[config.mk]
export PLATFORM = sky130hd
export DESIGN_NAME = sgd_x_rd
export DESIGN_NICKNAME = d
export VERILOG_FILES = /design/src/rtl/sgd_x_rd_pkg.sv /design/src/rtl/sgd_x_rd_delay.sv /design/src/rtl/sgd_x_rd.sv
export SDC_FILE = /design/constraint.sdc
export NUM_CORES = 1
export LEC_CHECK = 0
export CAP_MARGIN = 40
export CORE_ASPECT_RATIO = 0.6
export CORE_UTILIZATION = 47
export DETAILED_ROUTE_END_ITERATION = 10
export PLACE_DENSITY = 0.9
export SYNTH_ARGS = -nofsm -noshare
export SYNTH_HDL_FRONTEND = slang
export SYNTH_HIERARCHICAL = 1
export SYNTH_SLANG_ARGS = --single-unit
[constraint.sdc]
create_clock -name clk -period 3.1 [get_ports clk]
set_input_delay 0.465 -clock clk [delete_from_list [all_inputs] [get_ports clk]]
set_output_delay 0.465 -clock clk [all_outputs]
set_load 0.03 [all_outputs]
[src/rtl/sgd_x_rd_pkg.sv]
// Shared definitions for the x BRAM read side.
//   - bank/engine geometry (S = BIT_WIDTH_OF_BANK + ENGINE_NUM_WIDTH)
//   - BRAM chunk address depth and per-chunk data width
//   - FSM state encoding and the chunk-count helper
package sgd_x_rd_pkg;

    localparam int unsigned BIT_WIDTH_OF_BANK  = 4;
    localparam int unsigned ENGINE_NUM_WIDTH   = 3;
    localparam int unsigned S                  = BIT_WIDTH_OF_BANK + ENGINE_NUM_WIDTH;
    localparam int unsigned NUM_OF_BANKS       = 8;
    localparam int unsigned NUM_OF_BANKS_WIDTH = 3;
    localparam int unsigned NUM_BITS_PER_BANK  = 4;
    localparam int unsigned DIS_X_BIT_DEPTH    = 10;
    localparam int unsigned MAX_BIT_WIDTH_OF_X = 32;
    localparam int unsigned X_DATA_W           = NUM_BITS_PER_BANK * 32;

    typedef enum logic [2:0] {
        StIdle     = 3'd0,
        StStarting = 3'd1,
        StEpoch    = 3'd2,
        StWait     = 3'd3,
        StRead     = 3'd4,
        StFinish   = 3'd5
    } x_rd_state_e;

    // Number of model chunks per pass: dimension rounded up to a multiple of 2^S.
    function automatic logic [31:0] chunks_of(input logic [31:0] dim);
        return (dim >> S) + {31'd0, |dim[S-1:0]};
    endfunction

endpackage

[src/rtl/sgd_x_rd_delay.sv]
// Fixed-latency shift register with synchronous active-low reset.
// Ports:
//   clk, rst_n  clock and synchronous active-low reset
//   din         value entering the pipe
//   dout        din delayed by LATENCY cycles (LATENCY >= 1)
module sgd_x_rd_delay #(
    parameter int unsigned LATENCY = 2,
    parameter int unsigned WIDTH   = 2
) (
    input  logic             clk,
    input  logic             rst_n,
    input  logic [WIDTH-1:0] din,
    output logic [WIDTH-1:0] dout
);

    logic [WIDTH-1:0] pipe_q [LATENCY];

    always_ff @(posedge clk) begin
        if (!rst_n) begin
            for (int i = 0; i < LATENCY; i++) pipe_q[i] <= '0;
        end else begin
            pipe_q[0] <= din;
            for (int i = 1; i < LATENCY; i++) pipe_q[i] <= pipe_q[i-1];
        end
    end

    assign dout = pipe_q[LATENCY-1];

endmodule

[src/rtl/sgd_x_rd.sv]
// Model-read side of the distributed x BRAM. For every writer credit it runs one
// pass of chunk reads over the model (one bank-group of NUM_OF_BANKS samples) and
// forwards the BRAM data to the ax pipeline tagged with valid/last.
// Ports:
//   clk, rst_n                 clock, synchronous active-low reset
//   started                    level start (registered twice before use)
//   dimension, number_of_epochs, number_of_samples, mini_batch_size  job parameters
//   x_wr_credit_counter        writer's cumulative credit count (mod 256)
//   x_rd_ready                 downstream can take a beat RD_LATENCY cycles later
//   x_rd_en, x_rd_addr         BRAM read request
//   x_rd_data_in               BRAM read data, valid RD_LATENCY cycles after x_rd_en
//   x_rd_valid, x_rd_data, x_rd_last  beat to the ax pipeline
//   x_rd_credit_counter        credits consumed (mod 256)
//   sgd_x_rd_done, sgd_x_rd_error     completion / sticky parameter error
//   state_counters_x_rd        debug {x_rd_en, state, sample_index[19:0], epoch_index[7:0]}
//   stall_cycles               credit/ready stall count, built only when
//                              SGD_X_RD_STALL_CNT_EN is defined (else tied to 0)
module sgd_x_rd
    import sgd_x_rd_pkg::*;
#(
    parameter int unsigned RD_LATENCY         = 2,
    parameter int unsigned MAX_DIMENSION_BITS = MAX_BIT_WIDTH_OF_X
) (
    input  logic                       clk,
    input  logic                       rst_n,
    input  logic                       started,
    input  logic [31:0]                dimension,
    input  logic [31:0]                number_of_epochs,
    input  logic [31:0]                number_of_samples,
    input  logic [31:0]                mini_batch_size,
    input  logic [7:0]                 x_wr_credit_counter,
    input  logic                       x_rd_ready,
    output logic                       x_rd_en,
    output logic [DIS_X_BIT_DEPTH-1:0] x_rd_addr,
    input  logic [X_DATA_W-1:0]        x_rd_data_in,
    output logic                       x_rd_valid,
    output logic [X_DATA_W-1:0]        x_rd_data,
    output logic                       x_rd_last,
    output logic [7:0]                 x_rd_credit_counter,
    output logic                       sgd_x_rd_done,
    output logic                       sgd_x_rd_error,
    output logic [31:0]                state_counters_x_rd,
    output logic [31:0]                stall_cycles
);

    localparam logic [MAX_DIMENSION_BITS-1:0] CHUNK_ONE = 1;

    // Parameter stage 1 (raw) and stage 2 (derived)
    logic [31:0] dimension_r1, epochs_r1, samples_r1;
    logic [7:0]  batch_r1;
    logic [MAX_DIMENSION_BITS-1:0] main_counter;
    logic [31:0] num_epochs, num_samples;
    logic [7:0]  bank_batch_size;
    logic        started_r1, started_r2;
    logic [7:0]  wr_credit_r;

    x_rd_state_e state_q, state_d;
    logic [31:0] epoch_q, epoch_d, sample_q, sample_d;
    logic [MAX_DIMENSION_BITS-1:0] chunk_q, chunk_d;
    logic [7:0]  credit_q, credit_d;
    logic        done_q, done_d, error_q, error_d;
    logic        rd_en, rd_last, credit_avail;
    logic [1:0]  tag_out;

    // Batch size only sizes the writer's batches; reads are paced purely by credits.
    logic unused_batch_bits;
    assign unused_batch_bits = ^{mini_batch_size[31:NUM_OF_BANKS_WIDTH+8],
                                 mini_batch_size[NUM_OF_BANKS_WIDTH-1:0], bank_batch_size};

    always_ff @(posedge clk) begin
        if (!rst_n) begin
            dimension_r1    <= '0;
            epochs_r1       <= '0;
            samples_r1      <= '0;
            batch_r1        <= '0;
            main_counter    <= '0;
            num_epochs      <= '0;
            num_samples     <= '0;
            bank_batch_size <= '0;
            started_r1      <= 1'b0;
            started_r2      <= 1'b0;
            wr_credit_r     <= '0;
        end else begin
            dimension_r1    <= dimension;
            epochs_r1       <= number_of_epochs;
            samples_r1      <= number_of_samples;
            batch_r1        <= mini_batch_size[NUM_OF_BANKS_WIDTH+7:NUM_OF_BANKS_WIDTH];
            main_counter    <= MAX_DIMENSION_BITS'(chunks_of(dimension_r1));
            num_epochs      <= epochs_r1;
            num_samples     <= samples_r1;
            bank_batch_size <= batch_r1;
            started_r1      <= started;
            started_r2      <= started_r1;
            wr_credit_r     <= x_wr_credit_counter;
        end
    end

    // Modular difference makes the 255 -> 0 wrap transparent.
    assign credit_avail = (wr_credit_r - credit_q) != 8'd0;

    always_comb begin
        state_d  = state_q;
        epoch_d  = epoch_q;
        sample_d = sample_q;
        chunk_d  = chunk_q;
        credit_d = credit_q;
        done_d   = done_q;
        error_d  = error_q;
        rd_en    = 1'b0;
        rd_last  = 1'b0;
        unique case (state_q)
            StIdle: begin
                if (started_r2) state_d = StStarting;
            end
            StStarting: begin
                epoch_d  = '0;
                credit_d = '0;
                done_d   = 1'b0;
                error_d  = 1'b0;
                if (main_counter == '0) begin
                    error_d = 1'b1;
                    state_d = StFinish;
                end else begin
                    state_d = StEpoch;
                end
            end
            StEpoch: begin
                sample_d = '0;
                if (epoch_q == num_epochs) begin
                    state_d = StFinish;
                end else begin
                    epoch_d = epoch_q + 32'd1;
                    state_d = StWait;
                end
            end
            StWait: begin
                if (sample_q == num_samples) begin
                    state_d = StEpoch;
                end else if (credit_avail) begin
                    credit_d = credit_q + 8'd1;
                    chunk_d  = '0;
                    state_d  = StRead;
                end
            end
            StRead: begin
                if (x_rd_ready) begin
                    rd_en   = 1'b1;
                    chunk_d = chunk_q + CHUNK_ONE;
                    if (chunk_q == main_counter - CHUNK_ONE) begin
                        rd_last  = 1'b1;
                        sample_d = sample_q + 32'(NUM_OF_BANKS);
                        state_d  = StWait;
                    end
                end
            end
            StFinish: begin
                done_d = 1'b1;
            end
            default: state_d = StIdle;
        endcase
    end

    always_ff @(posedge clk) begin
        if (!rst_n) begin
            state_q  <= StIdle;
            epoch_q  <= '0;
            sample_q <= '0;
            chunk_q  <= '0;
            credit_q <= '0;
            done_q   <= 1'b0;
            error_q  <= 1'b0;
        end else begin
            state_q  <= state_d;
            epoch_q  <= epoch_d;
            sample_q <= sample_d;
            chunk_q  <= chunk_d;
            credit_q <= credit_d;
            done_q   <= done_d;
            error_q  <= error_d;
        end
    end

    // Valid/last follow the read enable through the BRAM latency.
    sgd_x_rd_delay #(
        .LATENCY (RD_LATENCY),
        .WIDTH   (2)
    ) u_delay (
        .clk   (clk),
        .rst_n (rst_n),
        .din   ({rd_en, rd_last}),
        .dout  (tag_out)
    );

    assign x_rd_en             = rd_en;
    assign x_rd_addr           = rd_en ? DIS_X_BIT_DEPTH'(chunk_q) : '0;
    assign x_rd_valid          = tag_out[1];
    assign x_rd_last           = tag_out[0];
    assign x_rd_data           = x_rd_valid ? x_rd_data_in : '0;
    assign x_rd_credit_counter = credit_q;
    assign sgd_x_rd_done       = done_q;
    assign sgd_x_rd_error      = error_q;
    assign state_counters_x_rd = {rd_en, state_q, sample_q[19:0], epoch_q[7:0]};

`ifdef SGD_X_RD_STALL_CNT_EN
    logic [31:0] stall_q;
    logic        stall_evt;

    // Only a genuine credit wait counts; a WAIT that is about to close the epoch does not.
    assign stall_evt = (state_q == StWait && sample_q != num_samples && !credit_avail) ||
                       (state_q == StRead && !x_rd_ready);

    always_ff @(posedge clk) begin
        if (!rst_n) begin
            stall_q <= '0;
        end else if (state_q == StStarting) begin
            stall_q <= '0;
        end else if (stall_evt && stall_q != '1) begin
            stall_q <= stall_q + 32'd1;
        end
    end

    assign stall_cycles = stall_q;
`else
    assign stall_cycles = '0;
`endif

endmodule

==> out/metrics.cfg <==
[status]
outcome=complete, no violations

[critical_path]
criticalPathCategory=register to register
cp_max_fo=25
start_kind=register
arrival_ps=3580
critical_path.cell_chain=or4_4 > or4b_4 > a211oi_2 > o32a_2 > o21a_4 > nand4_4 > buf_12 > a2111o_1 > nand2_1
end_kind=register
required_ps=3600
slowest_stage=or4_4
slowest_delay_ps=580

[sta]
hold_viol_final=0
rsz0062_at_grt=yes
slew-limit-headroom_pct=50.5
setup_tns_ps=0
timing.hold.ws_ps=216
maxSlewViolCount=0
setup_viol=0
finClkSkew_ps=15.9
worst_slew_pin_slew_ps=740
period_share_pct=99.5
fmax_ghz=0.324
min_period_ps=3080

[clock_tree]
clockRootBuffer=clkbuf_16
clk-insertion-delay-late_ps=560
cts_buffers=28
clkTransAtPathRegs_ps=70
clock_sinks=306
cts_tree=done
clockBufferDepth=3
cts_max_level=1

[floorplan]
dieArea_um2=32400
placementRows=50
die_y_um=140
die_w_um=232
design.core.area_um2=31200
io_pins=483
start_util_pct=47.8

[grt]
grt_max_degree=107
grt_pass1_vias=13000
grt_usage_pct=35.6
grt_pass1_wl_mm=85.3
grt_overflow=0
antenna_found_initial=12

[route]
drt_iter0_drc=1730
drt-met1-wl_mm=24.8
top_layer=met5
via_count=14400
detail-route-antenna-nets=0
drcViolationCount=0
firstDrtPassIters=6
met2_length_mm=26.8
dr_wl_met3_mm=6.86
wl_mm=60.2
routedWlPerCell_um=23.5
post_drt_via_cell_ratio=5.61

[final_layout]
final_area_um2=20800
syn_to_final_growth_pct=39.5
nNetsFinal=2402
layout-drive-gt1-share_pct=8.88

[synthesis]
syn_inst=1701
synth_edf_count=0
syn_area_um2=14900
avgSynthCellArea_um2=8.75
synth_seq_cells=306
synth_cell_types=78
yosysWarnings=6
ys.flop_type=dfxtp_1
async_flop_share_pct=0
ys_seq_area_share_pct=41.2

[placement]
hpwlAfterDp_mm=48.7
port_buffers=415
place_area_um2=19500
gp_congestion=1.07

[pwr]
p_leak_nw=7.84
power.density_nw_per_um2=476
vdd_ir_drop_max_v=0.000434

[flow_run]
drv_cap=0

[min_path]
hp-class=input port to register

## cell type report
| class | instances | area, µm² |
|---|---|---|
| Antenna cell | 11 | 27.5 |
| Clock buffer | 36 | 761 |
| Clock inverter | 15 | 203 |
| Fill cell | 2364 | 10400 |
| Inverter | 26 | 97.6 |
| Multi-Input combinational cell | 1255 | 8130 |
| Sequential cell | 306 | 6140 |
| Tap cell | 416 | 520 |
| Timing Repair Buffer | 502 | 4890 |
## critical path, delay by kind of cell (launching register included)
family / cells / cell delay [ps]
DFF: 1 / 370
and+or+nand+nor: 4 / 1390
buffers and inverters: 1 / 230
AOI/OAI and AO/OA: 4 / 1040
## power by group
group	internal [mW]	switching, mW	leakage (nW)	total [mW]
Sequential	4.08	0.135	2.51	4.22
Combinational	0.892	1.13	4.87	2.02
Clock	2.08	1.56	0.457	3.64
## worst paths after layout
path / from / end / slack, ps / cells past startpoint
max: main_counter[0] / sample_q[16] / 20 / 9
min: rst_n / dimension_r1[31] / 220 / 2
max reg2reg: main_counter[0] / sample_q[16] / 20 / 9
min reg2reg: epochs_r1[29] / num_epochs[29] / 430 / 1
## routing by layer
metal / GRT usage, % / vias up
met5: 0 / -
met4: 10.0 / 6
met3: 9.30 / 104
met2: 54.8 / 853
met1: 48.8 / 6859
li1: - / 6585
## timing repair
item,CTS,global route
endpoints found under the setup margin,23,66
setup buffers,5,3
cloned,0,0
resized for setup,4,36
pin swaps,4,9
hold buffers,0,0
## Yosys cell counts (all sizes together), types with 3 or more instances
cell type	count	share of area [%]
a31oi	6	0.25
a2111o	10	0.76
dfxtp	306	41
nor2	88	2.2
o211ai	5	0.25
o21a	8	0.45
and3	26	1.1
nand4	49	2.2
and4	11	0.65
xor2	54	3.2
a21o	7	0.35
clkbuf	76	1.9
a211oi	6	0.34
mux2i	19	1.3
nand2	100	2.5
o21ai	46	1.5
or2	6	0.25
nor4	31	1.5
o311ai	3	0.18
ha	15	1.3
nor3	34	1.3
a21oi	68	2.3
or3b	3	0.18
nor2b	9	0.38
xnor2	88	5.2
buf	72	3.5
o31ai	6	0.30
nor4b	3	0.22
o2111ai	11	0.65
nand4b	4	0.24
nand3b	4	0.20
inv	26	0.66
nand2b	3	0.13
and2	334	14
nand3	59	2.0
or3	50	2.1
or4	15	0.78
nor3b	5	0.25
## per-stage QoR
step	std cells	setup WS, ps	utilization (%)	power, mW
2_1_floorplan	1735	111	-	5.30
3_3_place_gp	2496	3.85	62.6	6.16
4_1_cts	2553	0.848	66.0	9.80
6_report	2567	16.7	66.6	9.87
5_1_grt	2557	-49.0	66.6	10.2
3_5_place_dp	2497	-158	62.7	6.21
## cell usage in the layout (no fill, tap or decap), drive strengths merged, types with 8 or more instances in the layout
master | synthesis | final
clkdlybuf4s50 | 0 | 414
and2 | 334 | 334
dfxtp | 306 | 306
nand2 | 100 | 100
xnor2 | 88 | 88
nor2 | 88 | 88
buf | 72 | 88
a21oi | 68 | 68
nand3 | 59 | 59
xor2 | 54 | 54
or3 | 50 | 50
nand4 | 49 | 49
o21ai | 46 | 46
clkbuf | 76 | 36
conb | 1 | 35
nor3 | 34 | 34
nor4 | 31 | 31
inv | 26 | 27
and3 | 26 | 26
mux2i | 19 | 19
or4 | 15 | 15
ha | 15 | 15
diode | 0 | 11
o2111ai | 11 | 11
and4 | 11 | 11
a2111o | 10 | 10
nor2b | 9 | 9
o21a | 8 | 8
## flip-flops by register name, indices dropped and copies added (netlist names), 3 cells and up
name                 count
chunk_q                 32
dimension_r1            32
epoch_q                 32
epochs_r1               32
num_epochs              32
num_samples             32
samples_r1              32
sample_q                29
main_counter            26
wr_credit_r              8
x_rd_credit_counter      8
u_delay/pipe_q           4
state_q                  3
## logic make-up (layout without fill, tap and decap cells)
group / count (synthesis) / after routing / synth area share [%]
other: 1 / 46 / 0.0252
flip-flops: 306 / 306 / 41.2
AND/OR/NAND/NOR: 841 / 841 / 32.7
multiplexers: 20 / 20 / 1.35
XOR/XNOR: 142 / 142 / 8.36
adder cells (fa/ha/maj): 15 / 15 / 1.26
AO/OA/AOI/OAI: 202 / 202 / 9.02
buffers and inverters: 174 / 579 / 6.11
Note: power is estimated with default switching activity, not from simulation.
